--- src/rtl/dp_seq_pkg.sv ---
// Shared types and instruction-field helpers for the dp_seq_ctrl sequencer.
// Instruction layout, MSB first: class[1:0], op/cond[2:0], rd, ra, rb (M bits each), imm[N-1:0].
// Optional retire counter is enabled by defining DP_SEQ_CTRL_RETIRE_CNT_EN.
package dp_seq_pkg;

    // Sequencer states; exported on the top-level debug port.
    typedef enum logic [2:0] {
        ST_IDLE   = 3'd0,
        ST_FETCH  = 3'd1,
        ST_DECODE = 3'd2,
        ST_EXEC   = 3'd3,
        ST_WB     = 3'd4
    } state_t;

    // Instruction classes.
    localparam logic [1:0] CLS_ALU  = 2'b00;
    localparam logic [1:0] CLS_ALUI = 2'b01;
    localparam logic [1:0] CLS_LDI  = 2'b10;
    localparam logic [1:0] CLS_CTL  = 2'b11;

    // Condition codes for class 11.
    localparam logic [2:0] COND_ALWAYS = 3'b000;
    localparam logic [2:0] COND_Z      = 3'b001;
    localparam logic [2:0] COND_N      = 3'b010;
    localparam logic [2:0] COND_O      = 3'b011;
    localparam logic [2:0] COND_NZ     = 3'b100;
    localparam logic [2:0] COND_NOP5   = 3'b101;
    localparam logic [2:0] COND_NOP6   = 3'b110;
    localparam logic [2:0] COND_HALT   = 3'b111;

    // One-bit datapath strobes, grouped so the decoder drives them as one value.
    typedef struct packed {
        logic ie;
        logic write;
        logic reada;
        logic readb;
        logic en;
        logic oe;
        logic bypassa;
        logic bypassb;
    } strobe_t;

    // Instruction width for a given register-address width m and data width n.
    function automatic int f_iw(input int m, input int n);
        return 5 + 3 * m + n;
    endfunction

    // LSB positions of each instruction field.
    function automatic int f_cls_lsb(input int m, input int n);
        return f_iw(m, n) - 2;
    endfunction

    function automatic int f_op_lsb(input int m, input int n);
        return f_iw(m, n) - 5;
    endfunction

    function automatic int f_rd_lsb(input int m, input int n);
        return f_iw(m, n) - 5 - m;
    endfunction

    function automatic int f_ra_lsb(input int m, input int n);
        return f_iw(m, n) - 5 - 2 * m;
    endfunction

    function automatic int f_rb_lsb(input int m, input int n);
        return f_iw(m, n) - 5 - 3 * m;
    endfunction

endpackage

--- src/rtl/dp_seq_decode.sv ---
// Combinational decoder: turns the latched instruction and the current
// sequencer state into datapath strobes, addresses, op and immediates.
// Everything here depends only on registered values, so outputs are Moore
// and never follow the instruction-memory bus. Unused fields are driven to 0.
module dp_seq_decode
    import dp_seq_pkg::*;
#(
    parameter int M = 3,
    parameter int N = 8,
    localparam int IW = f_iw(M, N)
) (
    input  state_t        i_state,
    input  logic [IW-1:0] i_instr,
    output strobe_t       o_strb,
    output logic [N-1:0]  o_din,
    output logic [N-1:0]  o_offset,
    output logic [2:0]    o_op,
    output logic [M-1:0]  o_waddr,
    output logic [M-1:0]  o_ra,
    output logic [M-1:0]  o_rb,
    output logic [1:0]    o_cls,
    output logic [2:0]    o_cond,
    output logic [N-1:0]  o_imm
);

    localparam int CLS_LSB = f_cls_lsb(M, N);
    localparam int OP_LSB  = f_op_lsb(M, N);
    localparam int RD_LSB  = f_rd_lsb(M, N);
    localparam int RA_LSB  = f_ra_lsb(M, N);
    localparam int RB_LSB  = f_rb_lsb(M, N);

    logic [1:0]   w_cls;
    logic [2:0]   w_op;
    logic [M-1:0] w_rd;
    logic [M-1:0] w_ra;
    logic [M-1:0] w_rb;
    logic [N-1:0] w_imm;
    logic         w_is_alu;

    assign w_cls    = i_instr[CLS_LSB +: 2];
    assign w_op     = i_instr[OP_LSB +: 3];
    assign w_rd     = i_instr[RD_LSB +: M];
    assign w_ra     = i_instr[RA_LSB +: M];
    assign w_rb     = i_instr[RB_LSB +: M];
    assign w_imm    = i_instr[N-1:0];
    assign w_is_alu = (w_cls == CLS_ALU) || (w_cls == CLS_ALUI);

    // Raw fields the FSM needs for sequencing and branch resolution.
    assign o_cls  = w_cls;
    assign o_cond = w_op;
    assign o_imm  = w_imm;

    // Per-state strobe generation; ALU operands are held through EXEC so the
    // registered ALU sees stable inputs, and the result is written in WB.
    always_comb begin
        o_strb   = '0;
        o_din    = '0;
        o_offset = '0;
        o_op     = '0;
        o_waddr  = '0;
        o_ra     = '0;
        o_rb     = '0;
        case (i_state)
            ST_DECODE, ST_EXEC: begin
                if (w_is_alu) begin
                    o_strb.readb = 1'b1;
                    o_rb         = w_rb;
                    if (w_cls == CLS_ALU) begin
                        o_strb.reada = 1'b1;
                        o_ra         = w_ra;
                    end else begin
                        o_strb.bypassa = 1'b1;
                        o_offset       = w_imm;
                    end
                    if (i_state == ST_EXEC) begin
                        o_strb.en = 1'b1;
                        o_op      = w_op;
                    end
                end
            end
            ST_WB: begin
                o_strb.write = 1'b1;
                o_waddr      = w_rd;
                if (w_cls == CLS_LDI) begin
                    o_strb.ie = 1'b1;
                    o_din     = w_imm;
                end else begin
                    o_strb.oe = 1'b1;
                end
            end
            default: ;
        endcase
    end

endmodule

--- src/rtl/dp_seq_ctrl.sv ---
// Fetch/decode/execute sequencer for the register-file + registered-ALU datapath.
// Owns the FSM, program counter and instruction register; datapath controls come
// from dp_seq_decode. Define DP_SEQ_CTRL_RETIRE_CNT_EN to add the 16-bit
// retire_cnt output counting completed instructions.
// imem handshake: imem_req is high for the whole FETCH state with imem_addr held
// at pc; a single-cycle imem_ack with imem_req high transfers imem_rdata.
module dp_seq_ctrl
    import dp_seq_pkg::*;
#(
    parameter int M = 3,
    parameter int N = 8,
    localparam int IW = f_iw(M, N)
) (
    input  logic          clk,
    input  logic          rst,
    input  logic          start,
    output logic          halted,
    output logic          imem_req,
    output logic [N-1:0]  imem_addr,
    input  logic [IW-1:0] imem_rdata,
    input  logic          imem_ack,
    output logic [N-1:0]  dp_din,
    output logic [M-1:0]  dp_waddr,
    output logic [M-1:0]  dp_ra,
    output logic [M-1:0]  dp_rb,
    output logic [2:0]    dp_op,
    output logic [N-1:0]  dp_offset,
    output logic          dp_ie,
    output logic          dp_write,
    output logic          dp_reada,
    output logic          dp_readb,
    output logic          dp_en,
    output logic          dp_oe,
    output logic          dp_bypassa,
    output logic          dp_bypassb,
    input  logic          o_flag,
    input  logic          z_flag,
    input  logic          n_flag,
    output state_t        o_dbg_state
`ifdef DP_SEQ_CTRL_RETIRE_CNT_EN
    ,
    output logic [15:0]   retire_cnt
`endif
);

    state_t        r_state;
    logic [N-1:0]  r_pc;
    logic [IW-1:0] r_instr;

    strobe_t       w_strb;
    logic [1:0]    w_cls;
    logic [2:0]    w_cond;
    logic [N-1:0]  w_imm;
    logic          w_taken;

    dp_seq_decode #(
        .M (M),
        .N (N)
    ) u_decode (
        .i_state  (r_state),
        .i_instr  (r_instr),
        .o_strb   (w_strb),
        .o_din    (dp_din),
        .o_offset (dp_offset),
        .o_op     (dp_op),
        .o_waddr  (dp_waddr),
        .o_ra     (dp_ra),
        .o_rb     (dp_rb),
        .o_cls    (w_cls),
        .o_cond   (w_cond),
        .o_imm    (w_imm)
    );

    // Branch condition against the flags present during DECODE.
    always_comb begin
        w_taken = 1'b0;
        case (w_cond)
            COND_ALWAYS: w_taken = 1'b1;
            COND_Z:      w_taken = z_flag;
            COND_N:      w_taken = n_flag;
            COND_O:      w_taken = o_flag;
            COND_NZ:     w_taken = ~z_flag;
            default:     w_taken = 1'b0;
        endcase
    end

    // Sequencer FSM with program counter and instruction register.
    always_ff @(posedge clk or posedge rst) begin
        if (rst) begin
            r_state <= ST_IDLE;
            r_pc    <= '0;
            r_instr <= '0;
        end else begin
            case (r_state)
                ST_IDLE: begin
                    if (start) r_state <= ST_FETCH;
                end
                ST_FETCH: begin
                    if (imem_ack) begin
                        r_instr <= imem_rdata;
                        r_pc    <= r_pc + N'(1);
                        r_state <= ST_DECODE;
                    end
                end
                ST_DECODE: begin
                    case (w_cls)
                        CLS_ALU, CLS_ALUI: r_state <= ST_EXEC;
                        CLS_LDI:           r_state <= ST_WB;
                        default: begin
                            if (w_cond == COND_HALT) begin
                                r_state <= ST_IDLE;
                            end else begin
                                r_state <= ST_FETCH;
                                if (w_taken) r_pc <= w_imm;
                            end
                        end
                    endcase
                end
                ST_EXEC: r_state <= ST_WB;
                ST_WB:   r_state <= ST_FETCH;
                default: r_state <= ST_IDLE;
            endcase
        end
    end

    // Handshake and status outputs decoded from the registered state; the
    // async reset clears them in the same cycle.
    assign halted      = (r_state == ST_IDLE);
    assign imem_req    = (r_state == ST_FETCH);
    assign imem_addr   = r_pc;
    assign o_dbg_state = r_state;

    assign dp_ie      = w_strb.ie;
    assign dp_write   = w_strb.write;
    assign dp_reada   = w_strb.reada;
    assign dp_readb   = w_strb.readb;
    assign dp_en      = w_strb.en;
    assign dp_oe      = w_strb.oe;
    assign dp_bypassa = w_strb.bypassa;
    assign dp_bypassb = w_strb.bypassb;

`ifdef DP_SEQ_CTRL_RETIRE_CNT_EN
    logic [15:0] r_retire;

    // Count instructions leaving WB or a control-class DECODE (HALT included).
    always_ff @(posedge clk or posedge rst) begin
        if (rst) begin
            r_retire <= '0;
        end else if ((r_state == ST_WB) ||
                     ((r_state == ST_DECODE) && (w_cls == CLS_CTL))) begin
            r_retire <= r_retire + 16'd1;
        end
    end

    assign retire_cnt = r_retire;
`endif

endmodule

--- config.mk ---
export PLATFORM = sky130hd
export DESIGN_NAME = dp_seq_ctrl
export DESIGN_NICKNAME = d
export VERILOG_FILES = /design/src/rtl/dp_seq_pkg.sv /design/src/rtl/dp_seq_decode.sv /design/src/rtl/dp_seq_ctrl.sv
export SDC_FILE = /design/constraint.sdc
export NUM_CORES = 1
export LEC_CHECK = 0
export BUFFER_PORTS_ARGS = -buffer_cell sky130_fd_sc_hd__buf_2
export CAP_MARGIN = 5
export CORE_MARGIN = 5
export CORE_UTILIZATION = 47
export DETAILED_ROUTE_END_ITERATION = 8
export PLACE_DENSITY = 0.83
export SYNTH_ARGS = -nofsm -noshare
export SYNTH_HDL_FRONTEND = slang
export SYNTH_SLANG_ARGS = --single-unit
--- constraint.sdc ---
create_clock -name clk -period 1.96 [get_ports clk]
set_clock_uncertainty 0.15 [all_clocks]
set_input_delay 0.196 -clock clk [delete_from_list [all_inputs] [get_ports clk]]
set_output_delay 0.196 -clock clk [all_outputs]
set_load 0.1 [all_outputs]
==> metrics.csv, run 1 <==
metric,value,unit
Setup Viol. Count Final,1,
Yosys reg bits,33,
"CTS clk-pin slew, worst paths",60,ps
starting density of the core,0.4851,
Antenna Nets Post-Route,0,
FF-to-FF path depth,5,
worst skew pair latency,290,ps
cts bufs inserted,5,
hold depth,3,
Worst Hold Class,in -> reg,
Filler cells,120,
gpl congestion,0.8716,
Max Root-Sink Buffers,2,
Post-Synthesis Cell Area,1789,um2
CP Cell Sequence,"nor2_2, and3_4, and2_4, buf_12",
initial antenna violation count,0,
Critical R2R Launch,imem_addr[0],
Post-synth EDFFs,0,
vias in the first global route,2463,
largest net degree at the start of global routing,18,
syn_nets,249,
dominant cell type by area after synthesis,dfrtp_1,
post-synth cell types,32,
Layout area overhead,87.27,%
Crit Path Category,reg -> out,
ant diodes,0,
outcome,finished with violations,
Synth area leaders,"dfrtp_1 46%, nand2_1 15%, and2_1 8.7%",
CP max-delay cell,dfrtp_4,
maximum vdd ir drop,1061,uV
setup_tns,-3.869,ps
DRC errors left,0,
Power Density,1737,nW/um2
fin crit period,1964,ps
Synthesis Warnings,0,
crit end category,output pin,
layout cells sized above 1,0.4715,
count of max-cap constraint violations,0,
clock sink count,33,
H-tree Lvls,2,
Detailed Route WL,8.712,mm
Syn Inst Count,219,
Design Power,5.822,mW
Die ar.,5141,um2
HP Start,start,
failing checks,negative setup slack,
drt wl/cell,22.87,um
buffers added on ports,76,
DIE HEIGHT,71.70,um
Layout Nets,363,
reg2reg end,imem_addr[6],
internal reg-to-reg setup slack,40,ps
most common library cells after synthesis,"73 x nand2_1, 33 x dfrtp_1, 25 x and2_1, 9 x a21oi_1, 8 x o21ai_0",
Total GRT Usage,0.3460,
pre-CTS setup slack,30.08,ps
sequential-to-total area share from yosys stat,0.4615,
fraction of registers with async set/reset,1.000,
Crit path required time,1610,ps
grt total ovfl,0,
drt via density,6.034,
Rows,22,
CTS tree,done,
arrival time worst endpoint,1620,ps
chip width,71.70,um
final worst-path cycle share,1.002,
# IOs,78,
Max Slew Vio Count,0,
crit path max fanout,9,
Clock Tree Root,clkbuf_8,
first-pass detailed-route iteration total,5,
HPWL after DPL,4.837,mm
first-pass GRT wire length,13.38,mm
core area,3689,um2
mean post-synth cell area,8.170,um2
via count,2299,
Hold Path End,o_dbg_state[0],
"count leader, synth",nand2_1,
fmax,0.5092,GHz
prevailing post-synth register cell,dfrtp_1,
Yosys top cell area share,0.4615,
slowest cell delay on critical path,540,ps
DRC marker count from the first detailed-route iteration,431,
Final Hold Fails,0,
slack of the critical path,-3.869,ps
Leak,1.599,nW
RSZ-0062 raised after global routing,true,
Startpoint Class,register,
## where the power goes
group | switching (mW) | leakage, nW | total, mW | internal, mW
clock network | 0.256 | 0.0433 | 0.534 | 0.278
registers | 0.431 | 0.404 | 1.45 | 1.02
logic | 2.72 | 1.15 | 3.84 | 1.12
## metal layers
layer,GRT usage,vias to the layer above,routed length (um)
li1,-,940,-
met1,0.3896,1092,2959
met2,0.6102,207,4482
met3,0.07574,60,720
met4,0.1754,0,550
met5,0,-,0
## placed cells by master, fill, tap and decap left out, types with 3 or more instances in the layout
cell type	Yosys	layout
and3_2	0	4
o22ai_1	6	6
inv_1	4	3
nor2_4	2	4
buf_12	0	36
nor3_1	6	4
buf_2	5	40
o21ai_0	8	8
clkbuf_8	0	6
or2_1	3	3
and2_4	0	24
nand3_1	5	5
dfrtp_4	0	3
dfrtp_1	33	28
a21oi_1	9	9
dlygate4sd3_1	0	22
buf_4	2	19
nand2b_1	3	3
nor2_1	7	4
and3_4	0	3
nand2_1	73	71
## layout make-up
type | instances | area [um2] | area share
clock buffer | 6 | 82.58 | 0.02465
multi-input combinational | 171 | 1047 | 0.3125
clock inverter | 1 | 7.507 | 0.002240
sequential | 33 | 839.6 | 0.2506
inverter | 4 | 18.77 | 0.005601
timing repair buffer | 118 | 1295 | 0.3865
tap | 48 | 60.06 | 0.01792
## sequential cells by signal (all words and copies together), names as in the netlist
register	count
imem_addr	8
o_dbg_state	3
r_instr	22
## worst max path at each step
stage	from	endpoint	slack, ps	cells after the start
after floorplan	o_dbg_state[2]	dp_offset[0]	-710	3
after global placement	o_dbg_state[2]	dp_offset[0]	110	4
after detailed placement	o_dbg_state[2]	dp_offset[2]	30	4
after CTS	o_dbg_state[2]	dp_ra[0]	-20	4
after global routing	o_dbg_state[2]	dp_op[1]	-50	4
final	o_dbg_state[1]	dp_din[3]	-4	4
## critical path, delay by kind of cell, from the launching register on
kind                   cells  cell delay (ps)
AND/OR/NAND/NOR            3              610
flip-flops                 1              540
buffers and inverters      1              170
## through the flow
stage	instances	hold slack (ps)	util	area [um2]
6_report	381	55.22	0.9084	3351
4_1_cts	380	7.508	0.8976	3311
5_1_grt	381	38.04	0.9084	3351
2_1_floorplan	219	151.4	-	1941
3_5_place_dp	345	105.8	0.7948	2932
3_3_place_gp	345	101.2	0.7948	2932
## repair_timing
action	4_1_cts	5_1_grt
hold buffers	22	0
hold endpoints to repair	54	0
setup endpoints to repair	28	46
gates resized for setup	6	10
pin swaps	3	5
buffers inserted	6	1
## cells by family after synthesis
kind of cell / Yosys count / share of synthesized area
simple gates: 139 / 0.3797
flops: 33 / 0.4615
compound gates: 29 / 0.1021
other cells: 1 / 0.002096
buf+inv: 15 / 0.03915
fa+ha+maj: 1 / 0.006992
mux: 1 / 0.008389
Power figures use the tool's default switching activity.
==> run 2, diff against run 1 <==
--- a/config.mk
+++ b/config.mk
@@ -11,6 +11,7 @@
 export CORE_UTILIZATION = 47
 export DETAILED_ROUTE_END_ITERATION = 8
 export PLACE_DENSITY = 0.83
+export RECOVER_POWER = 100
 export SYNTH_ARGS = -nofsm -noshare
 export SYNTH_HDL_FRONTEND = slang
 export SYNTH_SLANG_ARGS = --single-unit
==> run 2 against run 1 <==
  * The flow still finishes with violations (negative setup slack)
  * Sequential power about the same
  * Via count down 0.87%
  * Register-to-register slack about the same
  * Clock-buffer cell count unchanged
  * Core utilization down 0.20 points
  * Setup slack worse by 3.0 ps
  * Largest power group unchanged
  * Cell count unchanged
  * Total power about the same
  * Die area unchanged
  * Clock power about the same
  * Combinational power about the same
==> metrics.csv, run 2 (synthesis gave the netlist of run 1 again) <==
metric,value,unit
Power Density,1740,nW/um2
Die ar.,5141,um2
fin cells,381,
most frequent cells in the layout,"71 x nand2_1, 36 x buf_12, 31 x buf_2",
starting density of the core,0.4851,
buffers added on ports,76,
Hold Slack,28.65,ps
count of max-cap constraint violations,0,
Clock Tree Root,clkbuf_8,
largest net degree at the start of global routing,18,
CTS tree,done,
slew margin rel.,0.3038,
Detailed Route WL,8.719,mm
drt wl/cell,22.88,um
maximum vdd ir drop,1069,uV
"CTS clk-pin slew, worst paths",60,ps
chip width,71.70,um
Max Root-Sink Buffers,2,
ant diodes,0,
HPWL after DPL,4.837,mm
outcome,finished with violations,
grt total ovfl,0,
Max Slew Vio Count,0,
RSZ-0062 raised after global routing,true,
crit end category,output pin,
layout cells sized above 1,0.4655,
Worst Tran Pin Value,1044,ps
DRC marker count from the first detailed-route iteration,331,
failing checks,negative setup slack,
"most common cell after layout, fill and taps aside",nand2_1,
cts bufs inserted,5,
initial antenna violation count,0,
arrival time worst endpoint,1620,ps
Cell Count Post-Placement,345,
via count,2279,
Total GRT Usage,0.3460,
Antenna Nets Post-Route,0,
first-pass detailed-route iteration total,5,
Startpoint Class,register,
Leak,1.591,nW
Setup Viol. Count Final,2,
Largest Register,r_instr,
Crit Path Category,reg -> out,
DRC errors left,0,
# IOs,78,
H-tree Lvls,2,
vias in the first global route,2463,
fmax,0.5084,GHz
worst skew pair latency,290,ps
Crit path required time,1610,ps
Worst Hold Class,in -> reg,
crit path max fanout,9,
DIE HEIGHT,71.70,um
fin crit period,1967,ps
Final Hold Fails,0,
core area,3689,um2
final worst-path cycle share,1.004,
drt via density,5.982,
first-pass GRT wire length,13.38,mm
Layout area overhead,86.85,%
Largest register FFs,22,
Rows,22,
slack of the critical path,-6.900,ps
clock sink count,33,
gpl congestion,0.8716,
Layout Nets,363,
==> run 2: cell count changes in the layout (fill, tap and decap cells not counted), sizes merged <==
cell / delta
clkbuf: +11
buf: -11
==> run 2: layout make-up <==
| type | count | area [um2] |
|---|---|---|
| clock inverter | 1 | 7.507 |
| tap | 48 | 60.06 |
| inverter | 4 | 18.77 |
| timing repair buffer | 118 | 1287 |
| sequential | 33 | 839.6 |
| fill | 122 | 345.3 |
| multi-input combinational | 171 | 1047 |
| clock buffer | 6 | 82.58 |
==> run 2: path summary, 6_finish.rpt <==
check / from / endpoint / slack [ps] / depth (start not counted)
setup / recovery: o_dbg_state[2] / dp_offset[6] / -7 / 5
hold / removal: start / o_dbg_state[0] / 30 / 3
setup reg to reg: o_dbg_state[1] / imem_addr[1] / 50 / 6
hold reg to reg: r_instr[14] / r_instr[14] / 350 / 2
max in group asynchronous: rst / o_dbg_state[1] / 250 / 4
min in group asynchronous: rst / r_instr[5] / 590 / 4
==> run 2: where the power goes <==
| part | leakage, nW | switching [mW] | internal [mW] |
|---|---|---|---|
| Sequential | 0.404 | 0.436 | 1.02 |
| Clock | 0.0433 | 0.257 | 0.278 |
| Combinational | 1.14 | 2.72 | 1.11 |
| Total | 1.59 | 3.41 | 2.41 |
==> run 2: metrics by stage <==
step                      cell area (um2)  worst slack [ps]  power [mW]  utilization  setup TNS, ps
after floorplan                      1941            -712.6       3.876            -         -30150
final                                3343            -6.900       5.818       0.9064         -7.704
after CTS                            3311            -15.70       5.510       0.8976         -118.1
after detailed placement             2932             30.08       4.836       0.7948              0
after global routing                 3343            -49.24       6.008       0.9064         -654.0
after global placement               2932             113.6       4.697       0.7948              0
==> run 2: what timing repair did <==
action | CTS | global route
pin swaps | 3 | 5
buffers inserted | 6 | 1
hold buffers | 22 | 0
setup endpoints to repair | 28 | 46
resized for setup | 6 | 10
gates cloned | 0 | 0
hold endpoints to repair | 54 | 0
==> run 2: layer usage <==
metal	share of wire	vias up	GRT usage	wire length, um
met2	0.51	192	0.6102	4476
li1	-	943	-	-
met3	0.090	60	0.07574	782
met1	0.34	1084	0.3896	2926
met4	0.061	0	0.1754	534
met5	0	-	0	0
==> run 2: worst max-delay path, stage by stage (launching register included) <==
cell and delay [ps]:
dfrtp_4 480, nand2b_4 200, nor3_4 170, buf_12 150, and2_4 160, buf_12 170
==> run 3, diff against run 2 <==
--- a/config.mk
+++ b/config.mk
@@ -8,9 +8,9 @@
 export BUFFER_PORTS_ARGS = -buffer_cell sky130_fd_sc_hd__buf_2
 export CAP_MARGIN = 5
 export CORE_MARGIN = 5
-export CORE_UTILIZATION = 47
+export CORE_UTILIZATION = 43
 export DETAILED_ROUTE_END_ITERATION = 8
-export PLACE_DENSITY = 0.83
+export PLACE_DENSITY = 0.8
 export RECOVER_POWER = 100
 export SYNTH_ARGS = -nofsm -noshare
 export SYNTH_HDL_FRONTEND = slang
==> constraint.sdc (replaced) <==
create_clock -name clk -period 1.8 [get_ports clk]
set_clock_uncertainty 0.15 [all_clocks]
set_input_delay 0.18 -clock clk [delete_from_list [all_inputs] [get_ports clk]]
set_output_delay 0.18 -clock clk [all_outputs]
set_load 0.1 [all_outputs]
==> run 3 against run 2 <==
  * The run still ends with negative setup slack left
  * First-iteration DRC count down 1.8%
  * Via count increased by 4.9%
  * Largest power group unchanged
  * Combinational power grew 23%
  * Worst hold slack better by 230 ps
  * Clock power grew 5.4%
  * Non-clock buffer count up 14
==> metrics.csv, run 3 (synthesis gave the netlist of run 1 again) <==
metric,value,unit
fmax,0.4853,GHz
Clock Power Share,0.082,
clock sink count,33,
grt total ovfl,0,
setup_tns,-6770,ps
HPWL after DPL,4.546,mm
vias in the first global route,2297,
core area,4029,um2
DIE HEIGHT,74.51,um
Die ar.,5551,um2
Register Area,840.8,um2
Total GRT Usage,0.3035,
Post-Place Cell Area,2989,um2
gpl congestion,0.8422,
failing checks,negative setup slack,
fin crit period,2060,ps
drt via density,6.008,
slew margin rel.,0.5951,
Sw Pwr,3.964,mW
initial antenna violation count,0,
Setup Viol. Count Final,51,
starting density of the core,0.4441,
crit end category,register,
crit path max fanout,5,
Layout Nets,378,
first-pass detailed-route iteration total,7,
final worst-path cycle share,1.145,
Gate power share,0.681,
first-pass GRT wire length,12.34,mm
H-tree Lvls,2,
layout cells sized above 1,0.5029,
Crit path required time,1860,ps
largest net degree at the start of global routing,24,
arrival time worst endpoint,2120,ps
worst skew pair latency,300,ps
count of max-cap constraint violations,0,
Crit Path Category,reg -> reg,
Antenna Nets Post-Route,0,
"CTS clk-pin slew, worst paths",70,ps
Largest Register,r_instr,
ant diodes,0,
Flop pwr share,0.237,
Max Slew Vio Count,0,
Clock Tree Root,clkbuf_8,
maximum vdd ir drop,1449,uV
switching share of power,0.5746,
CTS tree,done,
post-route cell area,3632,um2
Detailed Route WL,9.427,mm
Layout area overhead,103.0,%
CP max-delay cell,dfrtp_4,
cts bufs inserted,5,
Design Power,6.898,mW
buffers added on ports,76,
P_int,2.934,mW
"most common cell after layout, fill and taps aside",nand2_1,
CP Cell Sequence,"nand2b_4, buf_4, buf_4, nor2_4, o2111a_4, nor2_4, buf_12, o22ai_1",
slowest cell delay on critical path,490,ps
Filler cells,152,
DRC errors left,0,
drt wl/cell,23.69,um
DRC marker count from the first detailed-route iteration,325,
Power Density,1899,nW/um2
chip width,74.51,um
Rows,23,
via count,2391,
Leak,1.709,nW
Max Root-Sink Buffers,2,
Startpoint Class,register,
most frequent cells in the layout,"71 x nand2_1, 41 x buf_12, 28 x buf_2",
slack of the critical path,-260.4,ps
Worst Hold Class,in -> reg,
outcome,finished with violations,
Largest register FFs,22,
RSZ-0062 raised after global routing,true,
Final Hold Fails,0,
Multi-input gate area,1142,um2
pre-CTS setup slack,-13.64,ps
Worst Tran Pin Value,606.7,ps
# IOs,78,
## run 3: changes by cell type in the layout (fill, tap and decap cells not counted), moves of 3 or more
cell	delta
buf_6	+6
and3_4	+5
buf_12	+5
and3_2	-4
buf_2	-3
clkbuf_2	+3
## run 3: layout make-up
| class | count | area share |
|---|---|---|
| clock buffers | 6 | 0.01998 |
| clock inverters | 1 | 0.001378 |
| inverters | 4 | 0.005167 |
| multi-input cells | 172 | 0.3145 |
| flip-flops and latches | 33 | 0.2315 |
| well taps | 50 | 0.01722 |
| repair buffers | 132 | 0.4103 |
## run 3: timing repair
action,in CTS,in global routing
cloned,1,0
setup endpoints to repair,36,63
setup buffers,9,8
hold buffers,24,0
hold endpoints to repair,35,0
resized for setup,19,20
pin swaps,14,12
## run 3: worst max-delay path, delay by kind of cell, from the launching register on
family,cells,cell delay [ps]
AO/OA/AOI/OAI,2,490
buffers and inverters,3,440
flip-flops,1,490
AND/OR/NAND/NOR,3,400
## run 3: final timing paths
kind                                 from        endpoint  slack [ps]  cells after the start
max in group asynchronous             rst     r_instr[18]         280                      4
min in group asynchronous             rst      r_instr[7]         340                      3
min                              imem_ack  o_dbg_state[0]         260                      4
max                        o_dbg_state[2]    imem_addr[5]        -260                      8
max reg2reg                o_dbg_state[2]    imem_addr[5]        -260                      8
min reg2reg                    r_instr[9]      r_instr[9]         340                      2
## run 3: metal layers
layer  track usage  vias to the layer above  wire (um)
met3       0.08108                       59        964
li1              -                      981          -
met1        0.3529                     1126       3143
met5             0                        -          0
met2        0.5005                      225       4695
met4        0.1798                        0        624
## run 3: power by group through the flow
stage	clock network (mW)	logic, mW	registers [mW]
floorplan	0	2.06	2.19
global placement	0	3.78	1.51
detailed placement	0	3.86	1.55
CTS	0.542	4.21	1.51
global route	0.600	4.85	1.65
finish	0.564	4.70	1.64
## run 3: stage by stage
step / utilization / std cells / hold slack (ps)
3_3_place_gp: 0.7419 / 349 / 95.48
2_1_floorplan: - / 219 / 135.4
5_1_grt: 0.9016 / 398 / 273.4
3_5_place_dp: 0.7419 / 349 / 103.9
6_report: 0.9016 / 398 / 259.7
4_1_cts: 0.8615 / 390 / 167.7
